===== src/rtl/bit_wise_pkg.sv =====
// Shared definitions for the bit-wise shift blocks: fill-mode encoding and
// the helper that picks the bit shifted into vacated MSB positions.
package bit_wise_pkg;

    typedef enum logic {
        SHR_LOGICAL = 1'b0,
        SHR_ARITH   = 1'b1
    } shr_mode_e;

    // Logical shifts fill with zero; arithmetic shifts replicate the
    // operand's original sign bit.
    function automatic logic fill_bit(input shr_mode_e mode, input logic sign);
        return (mode == SHR_ARITH) && sign;
    endfunction

endpackage


===== src/rtl/shift_right_stage.sv =====
// One pipeline stage of the right shifter: conditionally shifts by a fixed
// power-of-two distance, selected by one bit of the carried shift amount,
// and registers the result together with its sideband.
module shift_right_stage
    import bit_wise_pkg::*;
#(
    parameter int N     = 8,
    parameter int SHIFT = 1,
    parameter int O     = $clog2(N)
) (
    input  logic         clk,
    input  logic         rst_n,
    input  logic         load,
    input  logic         in_valid,
    input  logic [N-1:0] in_data,
    input  logic [O-1:0] in_b,
    input  logic         in_arith,
    input  logic         in_sign,
    output logic         out_valid,
    output logic [N-1:0] out_data,
    output logic [O-1:0] out_b,
    output logic         out_arith,
    output logic         out_sign
);

    localparam int BIT = $clog2(SHIFT);

    logic [N-1:0] shifted;
    logic         fill;

    // Shift by this stage's fixed distance when its bit of b is set.
    always_comb begin
        fill    = fill_bit(shr_mode_e'(in_arith), in_sign);
        shifted = in_data;
        if (in_b[BIT]) begin
            shifted = {{SHIFT{fill}}, in_data[N-1:SHIFT]};
        end
    end

    // Capture the shifted word and sideband whenever the stage may advance;
    // a bubble loads as valid=0 so empty slots collapse naturally.
    always_ff @(posedge clk or negedge rst_n) begin
        if (!rst_n) begin
            out_valid <= 1'b0;
            out_data  <= '0;
            out_b     <= '0;
            out_arith <= 1'b0;
            out_sign  <= 1'b0;
        end else if (load) begin
            out_valid <= in_valid;
            out_data  <= shifted;
            out_b     <= in_b;
            out_arith <= in_arith;
            out_sign  <= in_sign;
        end
    end

endmodule


===== src/rtl/pipelined_bit_wise_shift_right.sv =====
// Pipelined barrel right shifter with valid/ready flow control. Stage k
// handles bit k of the shift amount; results emerge O cycles after accept
// when the output is not back-pressured.
module pipelined_bit_wise_shift_right
    import bit_wise_pkg::*;
#(
    parameter int N = 8,
    parameter int O = $clog2(N)
) (
    input  logic         clk,
    input  logic         rst_n,
    input  logic         in_valid,
    output logic         in_ready,
    input  logic [N-1:0] a,
    input  logic [O-1:0] b,
    input  logic         arith,
    output logic         out_valid,
    input  logic         out_ready,
    output logic [N-1:0] c
);

    // Index 0 is the upstream input; index k+1 is the output of stage k.
    logic         stage_valid [0:O];
    logic [N-1:0] stage_data  [0:O];
    logic [O-1:0] stage_b     [0:O];
    logic         stage_arith [0:O];
    logic         stage_sign  [0:O];
    logic [O-1:0] stage_load;
    logic         downstream_free;
    logic         unused_tail;

    assign stage_valid[0] = in_valid;
    assign stage_data[0]  = a;
    assign stage_b[0]     = b;
    assign stage_arith[0] = arith;
    assign stage_sign[0]  = a[N-1];

    // A stage may load if any slot between it and the output is empty, or
    // the output is being drained this cycle.
    always_comb begin
        downstream_free = out_ready;
        stage_load      = '0;
        for (int k = O - 1; k >= 0; k--) begin
            downstream_free = downstream_free | ~stage_valid[k+1];
            stage_load[k]   = downstream_free;
        end
    end

    assign in_ready = stage_load[0];

    for (genvar k = 0; k < O; k++) begin : g_stage
        shift_right_stage #(
            .N     (N),
            .SHIFT (2 ** k),
            .O     (O)
        ) u_stage (
            .clk       (clk),
            .rst_n     (rst_n),
            .load      (stage_load[k]),
            .in_valid  (stage_valid[k]),
            .in_data   (stage_data[k]),
            .in_b      (stage_b[k]),
            .in_arith  (stage_arith[k]),
            .in_sign   (stage_sign[k]),
            .out_valid (stage_valid[k+1]),
            .out_data  (stage_data[k+1]),
            .out_b     (stage_b[k+1]),
            .out_arith (stage_arith[k+1]),
            .out_sign  (stage_sign[k+1])
        );
    end

    assign out_valid = stage_valid[O];
    assign c         = stage_data[O];

    // The last stage's sideband has no consumer.
    assign unused_tail = ^{stage_b[O], stage_arith[O], stage_sign[O]};

endmodule


===== config.mk =====
export PLATFORM = sky130hd
export DESIGN_NAME = pipelined_bit_wise_shift_right
export DESIGN_NICKNAME = d
export VERILOG_FILES = /design/src/rtl/bit_wise_pkg.sv /design/src/rtl/shift_right_stage.sv /design/src/rtl/pipelined_bit_wise_shift_right.sv
export SDC_FILE = /design/constraint.sdc
export NUM_CORES = 1
export LEC_CHECK = 0
export CAP_MARGIN = 20
export CORE_AREA = 2 2 56 58
export DETAILED_ROUTE_END_ITERATION = 6
export DIE_AREA = 0 0 58 60
export PLACE_DENSITY = 0.86
export SYNTH_ARGS = -nofsm -noshare
export SYNTH_HDL_FRONTEND = slang
export SYNTH_SLANG_ARGS = --single-unit
export TNS_END_PERCENT = 30

===== constraint.sdc =====
create_clock -name clk -period 3.28 [get_ports clk]
set_input_delay 0.656 -clock clk [delete_from_list [all_inputs] [get_ports clk]]
set_output_delay 0.656 -clock clk [all_outputs]
set_load 0.005 [all_outputs]

==> flow_summary_export.csv <==
group,metric,value,unit
power,peakVddDrop,0.0004068,V
status,status,"completed",
power,p_clk_share,22.6,%
route,remaining_drc_errors,0,
synth,ys_ff_latch,34,
power,p_leak,0.8184,nW
route,drt_iter0_markers,8,
die,rows,20,
global_routing,grtUsageMet2,30.36,%
hold_path,hold_path_class,"reg -> reg",
clock_tree,cts-root-buf,"clkbuf_4",
placed_design,gp_congestion,0.7280,
timing,slew_headroom,48.86,%
global_routing,grt_use_total,16.68,%
global_routing,grt.overflow.total,0,
die,io_pins,26,
timing,rsz0062_at_grt,"no",
worst_setup_path,crit_path_end_kind,"primary output",
route,vias,988,
synth,synthCells,131,
route,wl,2.590,mm
global_routing,grt_util_met3,6.494,%
worst_setup_path,critical_path.max_fanout,3,
synth,avgSynthCellArea,11.42,um2
clock_tree,cts_resized,0,
timing,drv_slew,0,
timing,fin_crit,2.477,ns
worst_setup_path,critPathLaunchType,"input pin",
clock_tree,cts.path.max_buffers,2,
clock_tree,clk_latency,0.33,ns
synth,synth_top_flop_cell,"dfrtp_1",
worst_setup_path,cp.arrival,1.82,ns
worst_setup_path,crit_type,"in -> out",
synth,yosysMostFrequentCell,"dfrtp_1",
cells_and_area,stdcell_count,189,
power,intPower,0.7211,mW
timing,setup_viol,0,
die,die-area,3480,um2
worst_setup_path,reg2reg_slack,1.68,ns
hold_path,min_path_cells,2,
synth,synth_top_area_share,56.86,%
synth,synthesis.area,1496,um2
synth,synth_edf_count,0,
global_routing,use_met1,18.32,%
timing,period_share,75.52,%
clock_tree,clk_pin_slew,0.09,ns
clock_tree,tritoncts,"yes",
global_routing,top_usage_layer,"met2",
clock_tree,htree_levels,2,
route,drt_first_pass_iters,4,
placed_design,dp_hpwl,1.907,mm
die,core_area,2903,um2
die,die_w,58,um
global_routing,grt_max_degree,35,
timing,fmax,403.7,MHz
power,seqPwrFrac,55.4,%
global_routing,antenna_found_initial,0,
cells_and_area,drive_gt1_share,10.90,%
power,p_comb_share,22.1,%
timing,clock_skew,0.006489,ns
timing,hold_viol_final,0,
die,start_util,51.55,%
die,dieHeight,60,um
synth,synth_nets,147,
synth,yosys_warnings,0,
clock_tree,cts_sinks,34,
placed_design,portBuffers,25,
clock_tree,post_cts_buffers,0,
route,wire_per_inst,13.70,um
cells_and_area,antennaDiodeCount,0,
power,swShare,27.12,%
route,final_antenna_net_count,0,
placed_design,placed_cells_incl_taps,183,
synth,ys_top_cells_by_count,"dfrtp_1, a21oi_1, mux2i_1",
worst_setup_path,required,2.62,ns
global_routing,grt_first_pass_wirelength,4.181,mm
power,total_power,0.9894,mW
flow_run,maxCapViolCount,0,
power,power_density,548.8,nW/um2
synth,ys_types,21,
route,vias_per_cell,5.228,
synth,synth-async-reset-ratio,100.0,%
synth,synth_area_leaders,"dfrtp_1, mux2i_1, a21oi_1",
power,switchingPower,0.2683,mW
timing,setup_tns,0,ns
synth,synth_top_cell_by_area,"dfrtp_1",
cells_and_area,nFillCells,259,
synth,yosysSeqAreaShare,56.86,%
clock_tree,ctsHoldBuffers,0,
timing,tightest_slew,0.7648,ns
cells_and_area,syn2layout_area_growth,20.49,%
worst_setup_path,r2r.worst_path.cells,2,
clock_tree,cts_buffers,5,
cells_and_area,layout.nets,173,
global_routing,grt_pass1_vias,945,
==> layer usage <==
| metal | part of all wire, % | up-vias |
|---|---|---|
| li1 | - | 503 |
| met4 | 1.2 | 0 |
| met5 | 0 | - |
| met3 | 5.9 | 4 |
| met2 | 50 | 26 |
| met1 | 43 | 455 |
==> cell usage in the layout (no fill, tap or decap) <==
cell and count:
a21oi_1 17, a31oi_1 1, and2b_1 1, and3_1 1, buf_4 2, clkbuf_4 5
clkbuf_8 1, clkdlybuf4s50_1 25, dfrtp_1 34, inv_1 2, mux2_2 2, mux2_4 5
mux2i_1 17, nand2_1 9, nand2b_1 4, nand3_1 2, nand3b_1 1, nand4b_4 1
nor2_1 14, o21ai_0 11, or2_2 1
==> flip-flops by register name, summed over array words and instances (netlist names) <==
signal and count:
g_stage.u_stage.out_sign 2, g_stage.u_stage.out_arith 2, g_stage.u_stage.out_data 24, g_stage.u_stage.out_valid 3, g_stage.u_stage.out_b 3
==> worst paths after layout <==
path                                                      from                             end
worst max-delay path                                 out_ready                        in_ready
worst min-delay path            g_stage[2].u_stage.out_data[7]  g_stage[2].u_stage.out_data[7]
worst max register to register    g_stage[2].u_stage.out_valid  g_stage[1].u_stage.out_data[7]
worst min register to register  g_stage[2].u_stage.out_data[7]  g_stage[2].u_stage.out_data[7]
max in group asynchronous                                rst_n    g_stage[1].u_stage.out_valid
min in group asynchronous                                rst_n  g_stage[1].u_stage.out_data[3]
==> metrics by stage <==
step	hold WS (ns)	worst slack [ns]	util (%)	cell area, um2
2_1_floorplan	0.3604	1.614	-	1496
3_3_place_gp	0.4629	0.8181	60.34	1752
3_5_place_dp	0.4690	0.8049	60.34	1752
4_1_cts	0.4944	0.7889	62.11	1803
5_1_grt	0.5115	0.7546	62.11	1803
6_report	0.4884	0.8029	62.11	1803
==> cell families after synthesis <==
group	share of synthesized area (%)
compound gates	9.783
buf+inv	3.929
flops	56.86
mux	17.89
simple gates	11.54
==> cell type report <==
| class | count | area, um2 | share of cell area (%) |
|---|---|---|---|
| timing repair buffer | 27 | 265.3 | 14.71 |
| inverter | 2 | 7.507 | 0.4164 |
| sequential | 34 | 850.8 | 47.19 |
| tap | 33 | 41.29 | 2.290 |
| multi-input combinational | 87 | 586.8 | 32.55 |
| clock buffer | 6 | 51.30 | 2.845 |
==> critical path, stage by stage <==
cell and delay (ns):
clkdlybuf4s50_1 0.49, nand4b_4 0.16, clkdlybuf4s50_1 0.51
==> power by group through the flow <==
stage	registers, mW	clock network (mW)	logic [mW]
global placement	0.552	0	0.213
floorplan	0.540	0	0.128
global route	0.560	0.246	0.242
finish	0.548	0.223	0.218
CTS	0.550	0.228	0.222
detailed placement	0.558	0	0.220
Note: power is estimated with default switching activity, not from simulation.
